[src/rtl/dmem_port_arbiter_pkg.sv]
// Shared types and constants for the unified-memory port arbiter.
// Combinational only; no latency or backpressure of its own.
package dmem_port_arbiter_pkg;

    typedef enum logic [1:0] {
        IDLE   = 2'd0,
        REQ_IF = 2'd1,
        REQ_DM = 2'd2,
        RESP   = 2'd3
    } state_e;

    localparam logic GRANT_IF = 1'b0;
    localparam logic GRANT_DM = 1'b1;

    localparam logic [31:0] ERR_DATA_DEF = 32'hDEADBEEF;

endpackage

[src/rtl/dmem_port_arbiter_if.sv]
// Bundles the fetch, data and memory handshake buses of the port arbiter.
// slave = arbiter view, master = pipeline/memory environment view.
interface dmem_port_arbiter_if #(
    parameter int AW = 32,
    parameter int DW = 32
);
    logic          if_req_i;
    logic [AW-1:0] if_addr_i;
    logic [DW-1:0] if_rdata_o;
    logic          if_ready_o;

    logic          dm_req_i;
    logic          dm_we_i;
    logic [AW-1:0] dm_addr_i;
    logic [DW-1:0] dm_wdata_i;
    logic [DW-1:0] dm_rdata_o;
    logic          dm_ready_o;

    logic          mem_req_o;
    logic          mem_we_o;
    logic [AW-1:0] mem_addr_o;
    logic [DW-1:0] mem_wdata_o;
    logic [DW-1:0] mem_rdata_i;
    logic          mem_ack_i;

    modport slave (
        input  if_req_i, if_addr_i, dm_req_i, dm_we_i, dm_addr_i, dm_wdata_i,
        input  mem_rdata_i, mem_ack_i,
        output if_rdata_o, if_ready_o, dm_rdata_o, dm_ready_o,
        output mem_req_o, mem_we_o, mem_addr_o, mem_wdata_o
    );

    modport master (
        output if_req_i, if_addr_i, dm_req_i, dm_we_i, dm_addr_i, dm_wdata_i,
        output mem_rdata_i, mem_ack_i,
        input  if_rdata_o, if_ready_o, dm_rdata_o, dm_ready_o,
        input  mem_req_o, mem_we_o, mem_addr_o, mem_wdata_o
    );

endinterface

[src/rtl/dmem_port_arbiter_arb_watchdog.sv]
// Access watchdog: counts request-state cycles, pulses expired_o on the last allowed one.
// Expiry is combinational from the count; no backpressure.
module arb_watchdog #(
    parameter int TIMEOUT_CYC = 64
) (
    input  logic clk_i,
    input  logic rst_i,
    input  logic clr_i,
    input  logic inc_i,
    output logic expired_o
);
    localparam int CW = (TIMEOUT_CYC > 1) ? $clog2(TIMEOUT_CYC) : 1;

    logic [CW-1:0] cnt_q, cnt_d;

    always_comb begin
        cnt_d = cnt_q;
        if (clr_i) begin
            cnt_d = '0;
        end else if (inc_i) begin
            cnt_d = cnt_q + CW'(1);
        end
    end

    always_ff @(posedge clk_i) begin
        if (!rst_i) begin
            cnt_q <= '0;
        end else begin
            cnt_q <= cnt_d;
        end
    end

    assign expired_o = inc_i && (cnt_q == CW'(TIMEOUT_CYC - 1));

endmodule

[src/rtl/dmem_port_arbiter.sv]
// Arbitrates IF fetches and MEM loads/stores onto one memory port; MEMARB_ROUND_ROBIN_EN selects fair arbitration.
// Ready pulses 2 cycles after grant at zero wait states (+1 per wait); requesters stall until their ready pulse.
module dmem_port_arbiter
    import dmem_port_arbiter_pkg::*;
#(
    parameter int          AW          = 32,
    parameter int          DW          = 32,
    parameter int          TIMEOUT_CYC = 64,
    parameter logic [DW-1:0] ERR_DATA  = DW'(ERR_DATA_DEF)
) (
    input  logic                  clk_i,
    input  logic                  rst_i,
    dmem_port_arbiter_if.slave    bus,
    output logic                  grant_o,
    output logic                  busy_o,
    output logic                  err_o
);
    state_e        state_q, state_d;
    logic          we_q, we_d;
    logic [AW-1:0] addr_q, addr_d;
    logic [DW-1:0] wdata_q, wdata_d;
    logic          grant_q, grant_d;
    logic [DW-1:0] if_rdata_q, if_rdata_d;
    logic [DW-1:0] dm_rdata_q, dm_rdata_d;
    logic          err_q, err_d;
    logic          pick_dm;
    logic          in_req;
    logic          expired;
`ifdef MEMARB_ROUND_ROBIN_EN
    logic          last_grant_q, last_grant_d;
`endif

    assign in_req = (state_q == REQ_IF) || (state_q == REQ_DM);

    arb_watchdog #(.TIMEOUT_CYC(TIMEOUT_CYC)) u_watchdog (
        .clk_i     (clk_i),
        .rst_i     (rst_i),
        .clr_i     (!in_req),
        .inc_i     (in_req),
        .expired_o (expired)
    );

    always_comb begin
        state_d    = state_q;
        we_d       = we_q;
        addr_d     = addr_q;
        wdata_d    = wdata_q;
        grant_d    = grant_q;
        if_rdata_d = if_rdata_q;
        dm_rdata_d = dm_rdata_q;
        err_d      = err_q;
`ifdef MEMARB_ROUND_ROBIN_EN
        last_grant_d = last_grant_q;
        pick_dm      = bus.dm_req_i && (!bus.if_req_i || (last_grant_q == GRANT_IF));
`else
        pick_dm      = bus.dm_req_i;
`endif
        unique case (state_q)
            IDLE: begin
                if (pick_dm) begin
                    we_d    = bus.dm_we_i;
                    addr_d  = bus.dm_addr_i;
                    wdata_d = bus.dm_wdata_i;
                    grant_d = GRANT_DM;
                    state_d = REQ_DM;
                end else if (bus.if_req_i) begin
                    we_d    = 1'b0;
                    addr_d  = bus.if_addr_i;
                    grant_d = GRANT_IF;
                    state_d = REQ_IF;
                end
            end
            REQ_IF, REQ_DM: begin
                // An ack on the final watchdog cycle still counts as a clean completion.
                if (bus.mem_ack_i || expired) begin
                    state_d = RESP;
`ifdef MEMARB_ROUND_ROBIN_EN
                    last_grant_d = grant_q;
`endif
                    if (!bus.mem_ack_i) begin
                        err_d = 1'b1;
                        if (grant_q == GRANT_DM) dm_rdata_d = ERR_DATA;
                        else                     if_rdata_d = ERR_DATA;
                    end else if (!we_q) begin
                        if (grant_q == GRANT_DM) dm_rdata_d = bus.mem_rdata_i;
                        else                     if_rdata_d = bus.mem_rdata_i;
                    end
                end
            end
            RESP:    state_d = IDLE;
            default: state_d = IDLE;
        endcase
    end

    always_ff @(posedge clk_i) begin
        if (!rst_i) begin
            state_q    <= IDLE;
            we_q       <= 1'b0;
            addr_q     <= '0;
            wdata_q    <= '0;
            grant_q    <= 1'b0;
            if_rdata_q <= '0;
            dm_rdata_q <= '0;
            err_q      <= 1'b0;
`ifdef MEMARB_ROUND_ROBIN_EN
            last_grant_q <= 1'b0;
`endif
        end else begin
            state_q    <= state_d;
            we_q       <= we_d;
            addr_q     <= addr_d;
            wdata_q    <= wdata_d;
            grant_q    <= grant_d;
            if_rdata_q <= if_rdata_d;
            dm_rdata_q <= dm_rdata_d;
            err_q      <= err_d;
`ifdef MEMARB_ROUND_ROBIN_EN
            last_grant_q <= last_grant_d;
`endif
        end
    end

    assign bus.mem_req_o   = in_req;
    assign bus.mem_we_o    = we_q;
    assign bus.mem_addr_o  = addr_q;
    assign bus.mem_wdata_o = wdata_q;
    assign bus.if_rdata_o  = if_rdata_q;
    assign bus.dm_rdata_o  = dm_rdata_q;
    assign bus.if_ready_o  = (state_q == RESP) && (grant_q == GRANT_IF);
    assign bus.dm_ready_o  = (state_q == RESP) && (grant_q == GRANT_DM);
    assign grant_o         = grant_q;
    assign busy_o          = (state_q != IDLE);
    assign err_o           = err_q;

endmodule

[src/flat_wrapper.sv]
// flat-port wrapper written by rule: the top's interface ports become plain ports
module dmem_port_arbiter_flat import dmem_port_arbiter_pkg::*;
#(
    parameter int          AW          = 32,
    parameter int          DW          = 32,
    parameter int          TIMEOUT_CYC = 64,
    parameter logic [DW-1:0] ERR_DATA  = DW'(ERR_DATA_DEF)
)
  (clk_i, rst_i, grant_o, busy_o, err_o, bus_if_req_i, bus_if_addr_i, bus_dm_req_i, bus_dm_we_i, bus_dm_addr_i, bus_dm_wdata_i, bus_mem_rdata_i, bus_mem_ack_i, bus_if_rdata_o, bus_if_ready_o, bus_dm_rdata_o, bus_dm_ready_o, bus_mem_req_o, bus_mem_we_o, bus_mem_addr_o, bus_mem_wdata_o);
  dmem_port_arbiter_if #(.AW(AW), .DW(DW)) bus_i ();
  input  logic clk_i;
  input  logic rst_i;
  output logic grant_o;
  output logic busy_o;
  output logic err_o;
  input wire logic [$bits(bus_i.if_req_i)-1:0] bus_if_req_i;
  input wire logic [$bits(bus_i.if_addr_i)-1:0] bus_if_addr_i;
  input wire logic [$bits(bus_i.dm_req_i)-1:0] bus_dm_req_i;
  input wire logic [$bits(bus_i.dm_we_i)-1:0] bus_dm_we_i;
  input wire logic [$bits(bus_i.dm_addr_i)-1:0] bus_dm_addr_i;
  input wire logic [$bits(bus_i.dm_wdata_i)-1:0] bus_dm_wdata_i;
  input wire logic [$bits(bus_i.mem_rdata_i)-1:0] bus_mem_rdata_i;
  input wire logic [$bits(bus_i.mem_ack_i)-1:0] bus_mem_ack_i;
  output wire logic [$bits(bus_i.if_rdata_o)-1:0] bus_if_rdata_o;
  output wire logic [$bits(bus_i.if_ready_o)-1:0] bus_if_ready_o;
  output wire logic [$bits(bus_i.dm_rdata_o)-1:0] bus_dm_rdata_o;
  output wire logic [$bits(bus_i.dm_ready_o)-1:0] bus_dm_ready_o;
  output wire logic [$bits(bus_i.mem_req_o)-1:0] bus_mem_req_o;
  output wire logic [$bits(bus_i.mem_we_o)-1:0] bus_mem_we_o;
  output wire logic [$bits(bus_i.mem_addr_o)-1:0] bus_mem_addr_o;
  output wire logic [$bits(bus_i.mem_wdata_o)-1:0] bus_mem_wdata_o;
  assign bus_i.if_req_i = bus_if_req_i;
  assign bus_i.if_addr_i = bus_if_addr_i;
  assign bus_i.dm_req_i = bus_dm_req_i;
  assign bus_i.dm_we_i = bus_dm_we_i;
  assign bus_i.dm_addr_i = bus_dm_addr_i;
  assign bus_i.dm_wdata_i = bus_dm_wdata_i;
  assign bus_i.mem_rdata_i = bus_mem_rdata_i;
  assign bus_i.mem_ack_i = bus_mem_ack_i;
  assign bus_if_rdata_o = bus_i.if_rdata_o;
  assign bus_if_ready_o = bus_i.if_ready_o;
  assign bus_dm_rdata_o = bus_i.dm_rdata_o;
  assign bus_dm_ready_o = bus_i.dm_ready_o;
  assign bus_mem_req_o = bus_i.mem_req_o;
  assign bus_mem_we_o = bus_i.mem_we_o;
  assign bus_mem_addr_o = bus_i.mem_addr_o;
  assign bus_mem_wdata_o = bus_i.mem_wdata_o;
  dmem_port_arbiter #(.AW(AW), .DW(DW), .TIMEOUT_CYC(TIMEOUT_CYC), .ERR_DATA(ERR_DATA)) u_core (.clk_i(clk_i), .rst_i(rst_i), .bus(bus_i), .grant_o(grant_o), .busy_o(busy_o), .err_o(err_o));
endmodule
[config.mk]
export PLATFORM = sky130hd
export DESIGN_NAME = dmem_port_arbiter_flat
export DESIGN_NICKNAME = d
export VERILOG_FILES = /design/src/rtl/dmem_port_arbiter_pkg.sv /design/src/rtl/dmem_port_arbiter_if.sv /design/src/rtl/dmem_port_arbiter_arb_watchdog.sv /design/src/rtl/dmem_port_arbiter.sv /design/src/flat_wrapper.sv
export SDC_FILE = /design/constraint.sdc
export NUM_CORES = 1
export LEC_CHECK = 0
export BUFFER_PORTS_ARGS = -buffer_cell sky130_fd_sc_hd__buf_2
export CAP_MARGIN = 20
export CORE_AREA = 10 10 97 162
export CTS_BUF_LIST = sky130_fd_sc_hd__clkbuf_4
export CTS_CLUSTER_SIZE = 20
export DETAILED_ROUTE_END_ITERATION = 7
export DIE_AREA = 0 0 107 172
export PLACE_DENSITY = 0.76
export RECOVER_POWER = 50
export SYNTH_ARGS = -nofsm -noshare
export SYNTH_HDL_FRONTEND = slang
export SYNTH_SLANG_ARGS = --single-unit
export TNS_END_PERCENT = 30
[constraint.sdc]
create_clock -name clk_i -period 4.5 [get_ports clk_i]
set_input_delay 0.9 -clock clk_i [delete_from_list [all_inputs] [get_ports clk_i]]
set_output_delay 0.9 -clock clk_i [all_outputs]
set_load 0.05 [all_outputs]
==> flow_summary_export.csv <==
group,metric,value,unit
outcome,status,"finished with violations",
outcome,violations,"capacitance limit, slew limit",
drt,wl_per_cell,16.2,µm
critical_path,cp_max_fo,105,
global_routing,grt_first_pass_wirelength,26.4,mm
pwr,power.leakage,3.77,nW
min_path,hold_depth,2,
pwr,power.density,622,mW/mm²
floorplan,dieArea,0.0184,mm²
floorplan,coreArea,0.0129,mm²
yosys,netlist_area,0.00570,mm²
place,dp_hpwl,12.9,mm
floorplan,initial_core_util,44.0,%
timing,holdWs,0.468,ns
cts,cts_root_buffer,"clkbuf_4",
yosys,ys.flop_type,"dfxtp_1",
min_path,worstHoldStart,"u_core.bus.dm_rdata_o[27]$_SDFFE_PN0P_",
critical_path,critical_path.endpoint_type,"flip-flop",
cts,htreeDepth,4,
finish,syn2layout_area_growth,26.9,%
yosys,synthTopCellsByCount,"nand2_1 (165), dfxtp_1 (139), mux2i_1 (96), a21boi_0 (32), o211a_1 (32)",
timing,worst_slew_pin_slew,1.86,ns
critical_path,setup.worst_path.class,"input pin to flip-flop",
yosys,ys_ff_latch,139,
timing,rsz0062_at_grt,"no",
drt,vias_per_cell,4.89,
timing,maxSlewViolCount,106,
finish,final_area,0.00723,mm²
yosys,yosysWarnings,0,
floorplan,die_w,107,µm
yosys,async_reset_ff_share,0,%
floorplan,dieHeight,172,µm
global_routing,grt.overflow.total,0,
floorplan,row_count,55,
finish,utilization,55.9,%
critical_path,crit_path_start_kind,"input pin",
timing,relSlewSlack,-23.7,%
critical_path,r2r-end,"u_core.bus.dm_rdata_o[17]$_SDFFE_PN0P_",
drt,vias,5027,
pwr,irDropWorstVdd,400,µV
cts,cts_hold_buf,0,
timing,fin_crit,3.02,ns
global_routing,antenna_found_initial,2,
cts,clk_latency,0.54,ns
global_routing,grtUsageMet2,30.8,%
cts,post_cts_resized,0,
finish,final_cell_count_no_fill,1027,
global_routing,grt_pass1_vias,5299,
yosys,syn_inst,592,
min_path,hold-path-endpoint,"u_core.bus.dm_rdata_o[27]$_SDFFE_PN0P_",
timing,fmax,0.332,GHz
global_routing,grt_usage,18.0,%
cts,post-cts-setup-buffer-count,0,
min_path,hp-class,"flip-flop to flip-flop",
yosys,synth_top_area_cell,"dfxtp_1",
critical_path,crit_buf_inv,2,
cts,cts_inserted_buffers,17,
timing,period_share,67.0,%
critical_path,crit_required,4.94,ns
place,place.gp.congestion,0.789,
pwr,internal-power,2.28,mW
drt,drt_first_iter_violations,139,
cts,cts_sinks,139,
floorplan,io-pin-count,269,
cts,clk_pin_slew,0.13,ns
global_routing,grt_max_degree,106,
critical_path,r2r_start,"u_core.state_q[0]$_SDFFE_PN0P_",
pwr,pwr-share-comb,45.4,%
finish,drive_above_1_share,25.8,%
critical_path,r2r_setup_slack,2.14,ns
timing,fin_tns_setup,0,ns
job,drv_cap,1,
place,placed_area,0.00707,mm²
place,io_buffers,268,
cts,cts.path.max_buffers,2,
pwr,switching_share,49.3,%
yosys,synth_seq_area_share,48.8,%
yosys,synth_cell_types,35,
critical_path,cpMaxStageDelayCell,"clkbuf_2",
yosys,synthesis.nets,729,
global_routing,busiest_layer,"met2",
pwr,clkPwrFrac,18.1,%
timing,hold_viol_final,0,
global_routing,grtUsageMet1,18.2,%
critical_path,critPathTopFamily,"buffers and inverters",
pwr,netSwitchingPower,2.22,mW
drt,drc,0,
yosys,netlist.area_leader.share,48.8,%
drt,routed_wl,16.7,mm
critical_path,critical_path_arrival,3.45,ns
pwr,p_seq_share,36.5,%
drt,ant_nets,0,
yosys,synth.avg_cell_area,9.62,µm²
critical_path,reg2regPathDepth,6,
drt,drt_pre_antenna_iters,4,
place,pre_cts_ws,1.84,ns
timing,setup_viol,0,
timing,fin_skew,0.0224,ns
critical_path,max_stage_delay,1.31,ns
critical_path,worstPathCellList,"clkbuf_2, clkbuf_1, a21boi_0",
global_routing,global_route.usage.met3,8.80,%
place,dp_cells,993,
timing,layout_setup_ws,1.48,ns
finish,fin_nets,978,
cts,cts_tree,"built",
yosys,synthTopCellsByArea,"dfxtp_1 (49%), mux2i_1 (17%), nand2_1 (11%)",
yosys,yosys.cell_count.top_type,"nand2_1",
yosys,synth-edff-count,0,
pwr,power,4.50,mW
worst register-to-register path, stage by stage, from the launching register on:
cell and delay [ns]:
dfxtp_1 0.41, inv_1 0.06, ha_1 0.41, and4b_1 0.26, a21oi_4 0.45, buf_4 0.45, mux2i_1 0.25
power groups by stage:
stage / combinational (mW) / sequential (mW) / clock, mW
floorplan: 0.759 / 2.54 / 0
global placement: 2.08 / 1.65 / 0
detailed placement: 2.11 / 1.66 / 0
CTS: 2.11 / 1.64 / 0.839
global route: 2.19 / 1.68 / 0.892
finish: 2.04 / 1.64 / 0.815
registers in the layout, summed over array words and instances, names as in the netlist:
signal,cells
u_core.bus.mem_wdata_o,32
u_core.state_q,2
u_core.bus.dm_rdata_o,32
u_core.grant_o,1
u_core.bus.if_rdata_o,32
u_core.err_o,1
u_core.bus.mem_we_o,1
u_core.bus.mem_addr_o,32
u_core.u_watchdog.cnt_q,6
layout make-up:
type / count / area, µm²
flip-flops and latches: 139 / 2780
inverters: 6 / 22.5
clock inverters: 15 / 155
repair buffers: 275 / 1280
multi-input cells: 402 / 2650
diodes: 2 / 5.00
clock buffers: 17 / 128
fillers: 1277 / 5710
well taps: 171 / 214
cell families after synthesis:
family          synth area share (%)
simple gates                    14.3
fa+ha+maj                      0.659
compound gates                  14.1
mux                             16.9
flops                           48.8
buf+inv                         4.74
xor+xnor                       0.461
layer usage:
| metal | wire, µm | vias to the layer above |
|---|---|---|
| li1 | - | 2527 |
| met1 | 6390 | 2266 |
| met2 | 8300 | 212 |
| met3 | 1600 | 22 |
| met4 | 400 | 0 |
| met5 | 0 | - |
layout by cell type (no fill, tap or decap), types with 2 or more instances in the layout:
master,instances
clkbuf_1,91
clkbuf_4,17
ha_1,3
nand3_1,10
a21boi_0,32
o211a_1,32
and2_1,2
a21oi_1,2
a21oi_4,2
inv_8,4
nand2_1,165
nor2b_1,3
xor2_1,2
clkinvlp_4,2
mux2i_1,96
buf_2,179
o41ai_1,2
buf_4,3
diode_2,2
inv_6,5
inv_1,6
a221oi_1,2
nand2b_1,2
nor2_1,6
o21ai_0,27
dfxtp_1,139
clkinv_4,2
and4b_1,2
how the worst max path moves through the flow:
| stage | slack [ns] | depth (start not counted) | startpoint | to |
|---|---|---|---|---|
| after floorplan | 2.32 | 1 | u_core.grant_o$_SDFFE_PN0P_ | bus_if_ready_o |
| after global placement | 1.92 | 5 | bus_mem_ack_i | u_core.bus.dm_rdata_o[13]$_SDFFE_PN0P_ |
| after detailed placement | 1.84 | 5 | bus_mem_ack_i | u_core.bus.dm_rdata_o[10]$_SDFFE_PN0P_ |
| after CTS | 1.77 | 3 | u_core.state_q[1]$_SDFFE_PN0P_ | bus_mem_req_o |
| after global routing | 1.19 | 3 | rst_i | u_core.bus.mem_wdata_o[26]$_SDFFE_PN0P_ |
| final | 1.48 | 3 | rst_i | u_core.bus.mem_wdata_o[28]$_SDFFE_PN0P_ |
No activity file was read; power rests on OpenSTA's default activity.
